<file path="config.mk">
export PLATFORM = sky130hd
export DESIGN_NAME = rram_page_buffer
export DESIGN_NICKNAME = d
export VERILOG_FILES = /design/src/rtl/rram_page_buffer.sv
export SDC_FILE = /design/constraint.sdc
export NUM_CORES = 1
export LEC_CHECK = 0
export BUFFER_PORTS_ARGS = -buffer_cell sky130_fd_sc_hd__buf_2
export CAP_MARGIN = 20
export CORE_UTILIZATION = 45
export CTS_BUF_LIST = sky130_fd_sc_hd__clkbuf_4 sky130_fd_sc_hd__clkbuf_8
export CTS_CLUSTER_SIZE = 8
export DETAILED_ROUTE_END_ITERATION = 6
export PLACE_DENSITY = 0.59
export RECOVER_POWER = 50
export REMOVE_ABC_BUFFERS = 1
export SETUP_SLACK_MARGIN = 0.4
export SYNTH_ARGS = -nofsm -noshare
export SYNTH_HDL_FRONTEND = slang
export SYNTH_SLANG_ARGS = --single-unit
</file>
<file path="constraint.sdc">
create_clock -name clk -period 3.5 [get_ports clk]
set_input_delay 0.7 -clock clk [delete_from_list [all_inputs] [get_ports clk]]
set_output_delay 0.7 -clock clk [all_outputs]
set_load 0.01 [all_outputs]
</file>
<file path="src/rtl/rram_page_buffer.sv">
// rram_page_buffer: 32-byte page buffer between a strobed host port and an RRAM array.
// Define PB_PARITY_EN to add dout_par, the registered even parity of dout.
module rram_page_buffer #(
  parameter int DW = 8,
  parameter int AW = 5
) (
  input  logic          clk,
  input  logic          rst,
  input  logic          CE,
  input  logic          RE,
  input  logic          WE,
  input  logic [DW-1:0] din,
  input  logic          load,
  input  logic          flush,
  input  logic [DW-1:0] arr_data,
  output logic [AW-1:0] arr_add,
  output logic          arr_rd,
  output logic          arr_wr,
  output logic [DW-1:0] arr_wdata,
  output logic [DW-1:0] dout,
  output logic          busy,
  output logic          page_full
`ifdef PB_PARITY_EN
  ,
  output logic          dout_par
`endif
);

  localparam logic [1:0] IDLE  = 2'd0;
  localparam logic [1:0] LOAD  = 2'd1;
  localparam logic [1:0] READY = 2'd2;
  localparam logic [1:0] FLUSH = 2'd3;

  localparam int DEPTH = 1 << AW;
  localparam logic [AW:0] FULL = {1'b1, {AW{1'b0}}};
  localparam logic [AW:0] LAST = {1'b0, {AW{1'b1}}};

  logic [1:0]    state;
  logic [DW-1:0] page [DEPTH];
  logic [AW-1:0] rd_ptr;
  logic [AW-1:0] wr_ptr;
  logic [AW:0]   count;
  logic [AW:0]   seq;
  logic          re_d;
  logic          we_d;
  logic          cap_vld;
  logic [AW-1:0] cap_add;

  logic          re_fall;
  logic          we_rise;
  logic          idle_rdy;
  logic          host_ok;
  logic          start_load;
  logic          start_flush;
  logic          do_read;
  logic          do_write;
  logic [AW-1:0] nxt_add;

  assign re_fall  = re_d & ~RE;
  assign we_rise  = ~we_d & WE;
  assign idle_rdy = (state == IDLE) || (state == READY);
  assign busy     = (state == LOAD) || (state == FLUSH);
  assign host_ok  = ~CE & ~busy;
  assign page_full = (count == FULL);
  assign nxt_add  = arr_add + 1'b1;

  // load beats flush; both beat host strobes in the same cycle
  assign start_load  = load & idle_rdy;
  assign start_flush = flush & ~load & (state == READY);

  assign do_read = host_ok & re_fall & (state == READY)
                 & ~start_load & ~start_flush;

  assign do_write = host_ok & we_rise & ~do_read & idle_rdy
                  & (count < FULL) & ~start_load & ~start_flush;

  always_ff @(posedge clk or posedge rst) begin
    if (rst) begin
      state     <= IDLE;
      rd_ptr    <= '0;
      wr_ptr    <= '0;
      count     <= '0;
      seq       <= '0;
      dout      <= '0;
      arr_add   <= '0;
      arr_rd    <= 1'b0;
      arr_wr    <= 1'b0;
      arr_wdata <= '0;
      re_d      <= 1'b1;
      we_d      <= 1'b1;
      cap_vld   <= 1'b0;
      cap_add   <= '0;
`ifdef PB_PARITY_EN
      dout_par  <= 1'b0;
`endif
    end else begin
      re_d    <= RE;
      we_d    <= WE;
      cap_vld <= arr_rd;
      cap_add <= arr_add;
      unique case (state)
        IDLE, READY: begin
          if (start_load) begin
            state   <= LOAD;
            arr_rd  <= 1'b1;
            arr_add <= '0;
            seq     <= '0;
          end else if (start_flush) begin
            state     <= FLUSH;
            arr_wr    <= 1'b1;
            arr_add   <= '0;
            arr_wdata <= page[0];
            seq       <= '0;
          end else if (do_read) begin
            dout   <= page[rd_ptr];
            rd_ptr <= rd_ptr + 1'b1;
`ifdef PB_PARITY_EN
            dout_par <= ^page[rd_ptr];
`endif
          end else if (do_write) begin
            wr_ptr <= wr_ptr + 1'b1;
            count  <= count + 1'b1;
            if (count == LAST) state <= READY;
          end
        end
        LOAD: begin
          seq <= seq + 1'b1;
          if (seq == LAST) begin
            arr_rd <= 1'b0;
          end else if (seq < LAST) begin
            arr_add <= nxt_add;
          end
          // last byte lands one cycle after the final read strobe
          if (seq == FULL) begin
            state   <= READY;
            arr_add <= '0;
            rd_ptr  <= '0;
            wr_ptr  <= '0;
            count   <= FULL;
          end
        end
        FLUSH: begin
          seq <= seq + 1'b1;
          if (seq == LAST) begin
            state     <= IDLE;
            arr_wr    <= 1'b0;
            arr_add   <= '0;
            arr_wdata <= '0;
            rd_ptr    <= '0;
            wr_ptr    <= '0;
            count     <= '0;
          end else begin
            arr_add   <= nxt_add;
            arr_wdata <= page[nxt_add];
          end
        end
        default: state <= IDLE;
      endcase
    end
  end

  // page storage is intentionally not reset
  always_ff @(posedge clk) begin
    if (cap_vld && state == LOAD) begin
      page[cap_add] <= arr_data;
    end else if (do_write) begin
      page[wr_ptr] <= din;
    end
  end

endmodule

</file>
==> reports/metrics.cfg <==
[final_layout]
instances_no_fill = 1601
fin_nets = 1149
final_cell_mix = edfxtp_1 (256), mux2i_1 (136), nand2_1 (78), mux4_2 (64), buf_4 (61)
drive_gt1_share_pct = 25.7
area_growth_pct = 14.6
final_common_cell = edfxtp_1
nFillCells = 2742
fin_area_um2 = 17200
n_antenna_cell = 0

[timing]
hold_viol_final = 0
rsz0062_at_grt = false
relSlewSlack_pct = 2.22
fmax_mhz = 311
timing.final.crit_period_ns = 3.21
setup_ws_ns = 0.287
final_max_slew_viol_count = 0
min_period_over_period_pct = 91.8
tightest_slew_ns = 1.47
holdWs_ns = 0.217
fin_skew_ns = 0.0370
setup_violations = 0

[grt]
grt_start_max_net_pins = 72
track_usage_pct = 26.3
antenna_found_initial = 0
overflow = 0
grt_pass1_wl_um = 64600
grt_pass1_vias = 10100

[worst_hold_path]
hold_depth = 1
worst_hold_path.endpoint = we_d
min_from = WE
hold_path_class = in2reg

[setup_path]
end_kind = register
r2r_start = arr_add[1]
required_ns = 3.95
rrSetupSlack_ns = 0.29
r2r_cells = 6
crit_arrival_ns = 3.67
setup.worst_path.start = arr_add[1]
r2r-end = arr_wdata[0]
critPathLaunchType = register
crit_fanout = 19
worst-setup-path-type = reg2reg

[clocking]
clock_path_buffers = 3
root_buffer = clkbuf_8
cts_tree = built
path_clk_slew_ns = 0.06
holdBufCountCts = 0
cts_buffers = 53
cts_resized = 0
postCtsSetupRepairBufs = 0
cts.sinks = 311
htreeDepth = 2
clock_latency_ns = 0.60

[detailed_routing]
drc_errors = 0
dr.first_iter.drc_count = 1009
wl_per_cell_um = 27.4
avgViaCountPerCell = 6.35
ant_nets = 0
wirelength_um = 43800
via_count = 10200
dr.pass1.iters = 6

[placement]
hpwl_um = 29200
numPortBuffers = 47
place_area_um2 = 16400
place_congestion = 0.855
dp_slack_ns = 0.283
placed_cells = 1506

[yosys]
yosysUniqueCellTypes = 65
synth_simple_gate_area_share_pct = 6.97
syn-instance-count = 1015
synth_ff_type = edfxtp_1
synth-xor-area-share_pct = 0.641
syn_area_um2 = 15000
synth_compound_area_share_pct = 8.95
synth-seq-area-share_pct = 60.3
synth_top_family_by_area = multiplexers
synth-edff-count = 256
yosys_warnings = 0
avgSynthCellArea_um2 = 14.8
synth_mux_area_share_pct = 19.9
yosys.area_share.adder_pct = 0.583
ys_ff_latch = 311
postSynth.asyncResetShare_pct = 17.7

[power_and_ir_drop]
peakVddDrop_uv = 506
leakagePower_nw = 5.66
power_density_nw_per_um2 = 738

[floorplanning]
fp.dieW_um = 185
die_area_um2 = 34100
fp.dieH_um = 185
start_util_pct = 46.0
rows = 66
coreArea_um2 = 32700
pin_count = 48

[run_status]
status = finished, final reports clean

[job]
drv_cap = 0

layout make-up:
| cell class | instances | area (um^2) | share of cell area [%] |
|---|---|---|---|
| Tap cell | 442 | 553 | 3.21 |
| Clock buffer | 70 | 863 | 5.01 |
| Multi-Input combinational cell | 623 | 5800 | 33.7 |
| Clock inverter | 25 | 115 | 0.668 |
| Sequential cell | 311 | 9070 | 52.6 |
| Timing Repair Buffer | 121 | 796 | 4.62 |
| Inverter | 9 | 33.8 | 0.196 |
through the flow:
step	setup TNS (ns)	util, %	total power, mW
global placement	0	50.1	9.76
finish	0	52.7	12.7
global route	0	52.7	13.2
CTS	0	53.1	12.8
detailed placement	0	50.1	9.76
floorplan	-38.58	-	7.79
cell usage after synthesis, types with 4 or more instances:
| cell | instances | area (um^2) |
|---|---|---|
| buf_1 | 7 | 26.3 |
| a22o_1 | 26 | 228 |
| xnor2_1 | 4 | 35.0 |
| and3_1 | 7 | 43.8 |
| a221oi_1 | 17 | 149 |
| a41o_1 | 8 | 80.1 |
| nand3_1 | 33 | 165 |
| o22ai_1 | 8 | 50.1 |
| mux2_2 | 14 | 158 |
| nor2b_1 | 5 | 31.3 |
| dfrtp_1 | 53 | 1330 |
| edfxtp_1 | 256 | 7690 |
| o2bb2ai_1 | 5 | 43.8 |
| nor4_1 | 34 | 213 |
| o41ai_1 | 8 | 70.1 |
| o21ai_0 | 17 | 85.1 |
| nand2b_1 | 6 | 37.5 |
| nor2_1 | 20 | 75.1 |
| buf_2 | 31 | 155 |
| a32oi_1 | 8 | 70.1 |
| mux2i_1 | 139 | 1390 |
| mux4_2 | 64 | 1440 |
| nand4_1 | 6 | 37.5 |
| inv_1 | 8 | 30.0 |
| xor2_1 | 7 | 61.3 |
| clkbuf_1 | 27 | 101 |
| nand2_1 | 78 | 293 |
| a22oi_1 | 37 | 278 |
| a21oi_1 | 20 | 100 |
| nor3_1 | 5 | 25.0 |
| ha_1 | 7 | 87.6 |
registers in the layout, indices dropped and copies added, names as in the netlist, 2 cells and up:
| signal | count |
|---|---|
| arr_wdata | 8 |
| count | 6 |
| state | 2 |
| wr_ptr | 5 |
| cap_add | 5 |
| page | 256 |
| rd_ptr | 5 |
| seq | 6 |
| dout | 8 |
| arr_add | 5 |
routing by layer:
metal	vias up	global-route usage (%)	wire length (um)	share of wire, %
met5	-	0	0	0
met4	0	8.26	1110	2.5
met3	74	3.74	3040	6.9
met2	491	42.4	20900	48
met1	5264	36.9	18700	43
li1	4333	-	-	-
worst max-delay path by stage:
stage          cells past startpoint  slack (ns)      endpoint
2_1_floorplan                      5       -1.98  arr_wdata[0]
3_3_place_gp                       8        0.34   page[11][7]
3_5_place_dp                       8        0.28    page[2][1]
4_1_cts                            7        0.57    page[2][0]
5_1_grt                            7        0.23  arr_wdata[2]
6_report                           6        0.29  arr_wdata[0]
power by group:
part           total, mW  switching [mW]  internal [mW]
logic               5.02            2.99           2.03
registers           4.65           0.348           4.30
clock network       3.06            1.45           1.60
total               12.7            4.79           7.94
worst max-delay path, cell delays in order, from the launching register on:
cell     delay, ns
dfrtp_1       0.50
ha_1          0.88
buf_12        0.30
mux4_2        0.55
mux2i_1       0.38
a32oi_1       0.21
a41o_1        0.27
cells by family (layout without fill, tap and decap cells):
group                    count (synthesis)  count (layout)
XOR/XNOR                                11              11
multiplexers                           217             217
adder cells (fa/ha/maj)                  7               7
AND/OR/NAND/NOR                        211             211
flip-flops                             311             311
AO/OA/AOI/OAI                          177             177
buffers and inverters                   81             225
No activity file was read; power rests on OpenSTA's default activity.
